### config.mk
export PLATFORM = sky130hd
export DESIGN_NAME = partial_sum_accumulator_flat
export DESIGN_NICKNAME = d
export VERILOG_FILES = /design/src/rtl/partial_sum_accumulator_pkg.sv /design/src/rtl/partial_sum_accumulator_if.sv /design/src/rtl/partial_sum_accumulator_saturate.sv /design/src/rtl/partial_sum_accumulator.sv /design/src/flat_wrapper.sv
export SDC_FILE = /design/constraint.sdc
export NUM_CORES = 1
export LEC_CHECK = 0
export CAP_MARGIN = 10
export CORE_MARGIN = 10
export CORE_UTILIZATION = 60
export CTS_BUF_LIST = sky130_fd_sc_hd__clkbuf_4
export DETAILED_ROUTE_END_ITERATION = 10
export GPL_ROUTABILITY_DRIVEN = 0
export PLACE_DENSITY = 0.86
export SETUP_SLACK_MARGIN = 0.02
export SYNTH_ARGS = -nofsm -noshare
export SYNTH_HDL_FRONTEND = slang
export SYNTH_HIERARCHICAL = 1
export SYNTH_SLANG_ARGS = --single-unit
### constraint.sdc
create_clock -name clk -period 8.5 [get_ports clk]
set_input_delay 1.7 -clock clk [delete_from_list [all_inputs] [get_ports clk]]
set_output_delay 1.7 -clock clk [all_outputs]
set_load 0.01 [all_outputs]
### src/rtl/partial_sum_accumulator_pkg.sv
// Shared types, reset values and the sum-narrowing function for partial_sum_accumulator.
// The function serves any DATA_WIDTH/ACC_WIDTH pair up to SAT_MAX_W bits.
package acc_pkg;

  typedef enum logic [1:0] {
    IDLE  = 2'd0,
    ACCUM = 2'd1,
    HOLD  = 2'd2
  } acc_state_t;

  localparam int SAT_MAX_W = 128;

  localparam acc_state_t RST_STATE   = IDLE;
  localparam logic       RST_OUT_SAT = 1'b0;

  typedef struct packed {
    logic                        sat;
    logic signed [SAT_MAX_W-1:0] value;
  } sat_result_t;

  // Caller sign-extends its sum to SAT_MAX_W and keeps the low data_w bits of value.
  function automatic sat_result_t sat_narrow(input logic signed [SAT_MAX_W-1:0] v,
                                             input int data_w,
                                             input bit sat_en);
    logic signed [SAT_MAX_W-1:0] hi;
    logic signed [SAT_MAX_W-1:0] lo;
    hi = (SAT_MAX_W'(1) << (data_w - 1)) - SAT_MAX_W'(1);
    lo = ~hi;
    sat_narrow.sat   = 1'b0;
    sat_narrow.value = v;
    if (sat_en && (v > hi)) begin
      sat_narrow.sat   = 1'b1;
      sat_narrow.value = hi;
    end else if (sat_en && (v < lo)) begin
      sat_narrow.sat   = 1'b1;
      sat_narrow.value = lo;
    end
  endfunction

endpackage

### src/rtl/partial_sum_accumulator_if.sv
// Upstream partial-sum stream and downstream result stream of partial_sum_accumulator.
// master = producer/consumer side, slave = the accumulator.
interface partial_sum_accumulator_if #(
  parameter int DATA_WIDTH = 32
);
  logic signed [DATA_WIDTH-1:0] bias;
  logic                         in_valid;
  logic                         in_ready;
  logic signed [DATA_WIDTH-1:0] in_data;
  logic                         out_valid;
  logic                         out_ready;
  logic signed [DATA_WIDTH-1:0] out_data;
  logic                         out_sat;

  modport master (
    output bias, in_valid, in_data, out_ready,
    input  in_ready, out_valid, out_data, out_sat
  );

  modport slave (
    input  bias, in_valid, in_data, out_ready,
    output in_ready, out_valid, out_data, out_sat
  );
endinterface

### src/rtl/partial_sum_accumulator_saturate.sv
// Combinational ACC_WIDTH -> DATA_WIDTH narrowing of the final sum.
// ACC_SATURATE_EN defined: clamp to the signed range and flag it; undefined: plain wrap.
module acc_saturate
  import acc_pkg::*;
#(
  parameter int DATA_WIDTH = 32,
  parameter int ACC_WIDTH  = 40
) (
  input  logic signed [ACC_WIDTH-1:0]  sum,
  output logic signed [DATA_WIDTH-1:0] result,
  output logic                         sat
);

`ifdef ACC_SATURATE_EN
  sat_result_t narrowed;

  always_comb begin
    narrowed = sat_narrow(SAT_MAX_W'(sum), DATA_WIDTH, 1'b1);
    result   = DATA_WIDTH'(narrowed.value);
    sat      = narrowed.sat;
  end
`else
  assign result = DATA_WIDTH'(sum);
  assign sat    = 1'b0;
`endif

endmodule

### src/rtl/partial_sum_accumulator.sv
// Adds a bias to NUM_CHUNKS consecutive partial sums and hands the result out through a
// valid/ready register stage. Build option: ACC_SATURATE_EN (clamp instead of wrap).
//
//   state | meaning
//   IDLE  | count = 0, nothing pending
//   ACCUM | 0 < count < NUM_CHUNKS, partial sum held in acc
//   HOLD  | result registered, waiting for out_ready
module partial_sum_accumulator
  import acc_pkg::*;
#(
  parameter int DATA_WIDTH = 32,
  parameter int ACC_WIDTH  = 40,
  parameter int NUM_CHUNKS = 4
) (
  input  logic clk,
  input  logic rst_n,
  input  logic clear,
  output logic busy,
  partial_sum_accumulator_if.slave bus
);

  localparam int CNT_W = $clog2(NUM_CHUNKS + 1);

  acc_state_t                  state, state_n;
  logic signed [ACC_WIDTH-1:0] acc, acc_n, sum;
  logic [CNT_W-1:0]            count, count_n;
  logic                        accept, last, load_out;
  logic signed [DATA_WIDTH-1:0] res;
  logic                        res_sat;

  // Chunk 0 starts from the bias instead of the stale accumulator.
  always_comb begin
    bus.in_ready = (state == HOLD) ? bus.out_ready : 1'b1;
    accept       = bus.in_valid && bus.in_ready;
    last         = (count == CNT_W'(NUM_CHUNKS - 1));
    sum          = ((count == '0) ? ACC_WIDTH'(bus.bias) : acc) + ACC_WIDTH'(bus.in_data);
    state_n      = state;
    acc_n        = acc;
    count_n      = count;
    load_out     = 1'b0;
    if (clear) begin
      state_n = IDLE;
      count_n = '0;
    end else if (accept) begin
      if (last) begin
        load_out = 1'b1;
        count_n  = '0;
        state_n  = HOLD;
      end else begin
        acc_n   = sum;
        count_n = count + 1'b1;
        state_n = ACCUM;
      end
    end else if ((state == HOLD) && bus.out_ready) begin
      state_n = IDLE;
    end
  end

  acc_saturate #(
    .DATA_WIDTH(DATA_WIDTH),
    .ACC_WIDTH (ACC_WIDTH)
  ) u_saturate (
    .sum   (sum),
    .result(res),
    .sat   (res_sat)
  );

  always_ff @(posedge clk or negedge rst_n) begin
    if (!rst_n) begin
      state        <= RST_STATE;
      acc          <= '0;
      count        <= '0;
      bus.out_data <= '0;
      bus.out_sat  <= RST_OUT_SAT;
    end else begin
      state <= state_n;
      acc   <= acc_n;
      count <= count_n;
      if (load_out) begin
        bus.out_data <= res;
        bus.out_sat  <= res_sat;
      end
    end
  end

  assign bus.out_valid = (state == HOLD);
  assign busy          = (count != '0);

endmodule

### src/flat_wrapper.sv
// flat-port wrapper written by rule: the top's interface ports become plain ports
module partial_sum_accumulator_flat import acc_pkg::*;
#(
  parameter int DATA_WIDTH = 32,
  parameter int ACC_WIDTH  = 40,
  parameter int NUM_CHUNKS = 4
)
  (clk, rst_n, clear, busy, bus_bias, bus_in_valid, bus_in_data, bus_out_ready, bus_in_ready, bus_out_valid, bus_out_data, bus_out_sat);
  partial_sum_accumulator_if #(.DATA_WIDTH(DATA_WIDTH)) bus_i ();
  input  logic clk;
  input  logic rst_n;
  input  logic clear;
  output logic busy;
  input wire logic [$bits(bus_i.bias)-1:0] bus_bias;
  input wire logic [$bits(bus_i.in_valid)-1:0] bus_in_valid;
  input wire logic [$bits(bus_i.in_data)-1:0] bus_in_data;
  input wire logic [$bits(bus_i.out_ready)-1:0] bus_out_ready;
  output wire logic [$bits(bus_i.in_ready)-1:0] bus_in_ready;
  output wire logic [$bits(bus_i.out_valid)-1:0] bus_out_valid;
  output wire logic [$bits(bus_i.out_data)-1:0] bus_out_data;
  output wire logic [$bits(bus_i.out_sat)-1:0] bus_out_sat;
  assign bus_i.bias = bus_bias;
  assign bus_i.in_valid = bus_in_valid;
  assign bus_i.in_data = bus_in_data;
  assign bus_i.out_ready = bus_out_ready;
  assign bus_in_ready = bus_i.in_ready;
  assign bus_out_valid = bus_i.out_valid;
  assign bus_out_data = bus_i.out_data;
  assign bus_out_sat = bus_i.out_sat;
  partial_sum_accumulator #(.DATA_WIDTH(DATA_WIDTH), .ACC_WIDTH(ACC_WIDTH), .NUM_CHUNKS(NUM_CHUNKS)) u_core (.clk(clk), .rst_n(rst_n), .clear(clear), .busy(busy), .bus(bus_i));
endmodule
# Word level (Yosys, flattened, before mapping)
# Cells that the tools add are included.
[classes] eq_ne=2 n_shift=0 multipliers=0 order_cmp=0 bitwise=2 reduce_logical=7 n_mux=12 addsub=2 div=0
[ops] operator="$add 40x32->40" count=1
[ops] operator="$mux 40" count=1
[ops] operator="$mux 3" count=3
[ops] operator="$mux 2" count=4
[ops] operator="$reduce_bool 3->1" count=2
[ops] operator="$mux 1" count=4
[ops] operator="$add 3x1->3 const B" count=1
[ops] operator="$eq 3x2->1 const B" count=1
[ops] operator="$logic_not 3->1" count=1
[ops] operator="$reduce_and 3->1" count=1
[ops] operator="$eq 2x2->1 const B" count=1
[ops] operator="$logic_and 1x1->1" count=2
[ops] operator="$not 1->1" count=2
[ops] operator="$reduce_bool 2->1" count=1
[totals] elab_cells=29 out_inout_bits=36 romBits=0 n_memories=0 ramBits=0 regBits=77 latch_bits=0 in_bits=69

# Depth between registers and ports, before layout
[logic_depth] ltp_word=5 ltp_mapped=21 mapped_depth_nobuf=18

# Hierarchy
# The synthesis kept the hierarchy.
[modules_own_cells] module="partial_sum_accumulator" seq_area_each_um2=1951.9 area_each_um2=5764.3 cells_each=695 instances=1
[modules_own_cells] module="acc_saturate" seq_area_each_um2=0.0 area_each_um2=251.5 cells_each=34 instances=1

# Least setup slack after synthesis
# No wires, ideal clock.
[synth_timing] path_type="input -> register" start="input bus_bias[0]" end="register u_core.acc[36]" t_required_ps=8431 slack_ps=4221 setup_ps=69 path_buffers=0 cell_stages=14 arrival_ps=4210 cell_sequence="nand2_1 > nand2_1 > ha_1 > inv_1 > fa_1 > nand2b_1 > a21oi_1 > o21ai_1 > o221ai_2 > a21oi_2 > o21a_1 > o21a_1 > or4_1 > nand3_1"
[synth_via] elab_chain_cells=2
[synth_rtl] element="from (decl)" line_no="flat_wrapper.sv:14" text="input wire logic [$bits(bus_i.bias)-1:0] bus_bias;"
[synth_rtl] element="$mux 40" line_no="partial_sum_accumulator.sv:36" text="sum = ((count == '0) ? ACC_WIDTH'(bus.bias) : acc) + ACC_WIDTH'(bus.in_data);"
[synth_rtl] element="$add 40x32->40" line_no="partial_sum_accumulator.sv:36"
[synth_rtl] element="to (signal assigned)" line_no="partial_sum_accumulator.sv:77" text="acc <= acc_n;"
[synth_rtl] element="to (decl)" line_no="partial_sum_accumulator.sv:25" text="logic signed [ACC_WIDTH-1:0] acc, acc_n, sum;"
# No other way between the ends.
# A chain may end at the register's enable or synchronous reset.

# Worst setup path after layout
[layout_timing] start="input bus_out_ready" end="output bus_in_ready"
[layout_via] elab_chain_cells=1
[layout_rtl] element="from (decl)" line_no="flat_wrapper.sv:17" text="input wire logic [$bits(bus_i.out_ready)-1:0] bus_out_ready;"
[layout_rtl] element="$mux 1" line_no="partial_sum_accumulator.sv:33" text="bus.in_ready = (state == HOLD) ? bus.out_ready : 1'b1;"
[layout_rtl] element="to (decl)" line_no="flat_wrapper.sv:18" text="output wire logic [$bits(bus_i.in_ready)-1:0] bus_in_ready;"
# No other way between the ends.

==> impl_metrics.toml <==
[sta]
max_slew.worst_pin.slew_ps = 1040
rsz0062_at_grt = "no"
finClkSkew_ps = 11.7
finalSetupViolations = 0
period_needed_ps = 4820
slew_headroom_pct = 30.7
finalHoldViolCount = 0
tns_ps = 0
clock.fmax_ghz = 0.207
min_period_over_period_pct = 56.7
holdWs_ps = 490
report.final.slew_viol_count = 0

[worst_setup_path]
crit_required_ps = 6800
cp-end-kind = "output pin"
path_max_fanout = 5
worstPathArrival_ps = 3120
crit_type = "in -> out"
worstSetupStartpointType = "input pin"
regToRegSetupSlack_ps = 3830

[clock_network]
root_buffer = "clkbuf_4"
cts_setup_buffers = 0
clk_path_buf_depth = 2
cts-buffers-inserted = 9
clk_latency_ps = 420
h-tree-depth = 3
cts_resized = 0
clk_pin_slew_ps = 120
cts_tree = "built"
cts_sinks = 70
cts_hold_buf = 0

[die]
die_w_um = 111
core.rowCount = 33
core_area_um2 = 8180
die_y_um = 111
dieArea_um2 = 12400
io_pins = 105
start_util_pct = 61.3

[global_routing]
grt_use_total_pct = 20.4
grt_pass1_wl_mm = 21.4
grt_pass1_vias = 4489
grt_max_degree = 71
antenna_found_initial = 0
grt-ovfl-total = 0

[final_layout]
insertedDiodeCount = 0
areaGrowthSynthToFinish_pct = 18.9
post-route-util_pct = 72.9
fin_nets = 757
design_area_um2 = 5960
drive_gt1_share_pct = 11.9

[synthesis]
synth_cells = 595
syn-cell-area_um2 = 5010
syn_avg_cell_area_um2 = 8.42
ys.warnings.count = 6
synth_nets = 700

[placed_design]
port_buffers = 104
dpl.hpwl_mm = 9.58
post_dp_cell_area_um2 = 5840

[power]
cellLeakagePower_nw = 2.87
power_frac_comb_pct = 50.2
p_sw_mw = 0.547
p_seq_share_pct = 36.2
internal_power_mw = 0.821
p_sw_share_pct = 40.0
p_clk_share_pct = 13.6
ir_drop_mv = 0.120
pwr_density_cell_nw_per_um2 = 230

[detailed_routing]
drc = 0
vias = 4333
routedWlPerCell_um = 17.0
drtPass1Iterations = 4
drtIter0Drc = 203
wl_mm = 13.0
via_per_inst = 5.69
ant_nets = 0

[job]
cap_violations = 0

[worst_hold_path]
hold_path.class = "reg -> reg"

[outcome]
status = "completed"
-- layer usage --
layer  global-route usage (%)  wire, µm  vias to the layer above
li1                         -         -                     2062
met1                     25.1      5470                     2081
met2                     34.5      6360                      168
met3                     4.19       927                       22
met4                     7.46       222                        0
met5                        0         0                        -
-- layout make-up --
class                   count  area [µm²]
clock inverters             6        38.8
inverters                  12        45.0
multi-input cells         450        2840
flip-flops and latches     70        1750
well taps                 105         131
clock buffers              10        75.1
fillers                   631        2220
repair buffers            109        1070
-- worst max-delay path: stages --
cell and delay [ps]:
clkdlybuf4s50_1 410, or3b_2 500, clkdlybuf4s50_1 510
-- power by group through the flow --
stage | Clock [mW] | Combinational [mW] | Sequential, mW
final | 0.186 | 0.687 | 0.495
after global routing | 0.204 | 0.755 | 0.507
after CTS | 0.189 | 0.683 | 0.495
after detailed placement | 0 | 0.677 | 0.501
after global placement | 0 | 0.650 | 0.494
after floorplan | 0 | 0.543 | 0.506
-- cells in the final DEF (no fill, tap or decap), types with 3 or more instances in the layout --
master / count
ha_1: 35
nand2b_1: 5
mux2_2: 40
clkinv_2: 3
dfrtp_1: 70
o21bai_1: 3
inv_1: 12
nor3_1: 3
clkbuf_4: 10
a21oi_1: 34
clkdlybuf4s50_1: 103
a21oi_2: 3
nand2_1: 198
o21ai_0: 15
o21a_1: 4
buf_4: 5
nand3_1: 5
xor2_1: 9
xnor2_1: 21
nor2_1: 18
nand4_1: 10
o21ai_1: 7
a21o_1: 10
-- sequential cells by signal (all words and copies together), names as in the netlist --
name	cells
u_core/count	3
u_core/acc	32
u_core/state	2
u_core/bus.out_sat	1
u_core/bus.out_data	32
-- per-stage QoR --
step	setup slack, ps	std cells	power (mW)
floorplan	4290	595	1.05
global placement	3680	746	1.14
detailed placement	3570	746	1.18
CTS	3670	762	1.37
global route	3340	762	1.47
finish	3680	762	1.37
-- path summary, 6_finish.rpt --
kind | to | cells past startpoint | start
worst max register to register | u_core/acc[26]$_DFFE_PN0P_ | 20 | u_core/count[0]$_DFFE_PN0P_
worst min register to register | u_core/acc[15]$_DFFE_PN0P_ | 2 | u_core/acc[15]$_DFFE_PN0P_
max in group asynchronous | u_core/count[2]$_DFFE_PN0P_ | 2 | rst_n
worst max-delay path | bus_in_ready | 3 | bus_out_ready
worst min-delay path | u_core/acc[15]$_DFFE_PN0P_ | 2 | u_core/acc[15]$_DFFE_PN0P_
min in group asynchronous | u_core/bus.out_data[7]$_DFFE_PN0P_ | 2 | rst_n
Note: power is estimated with default switching activity, not from simulation.
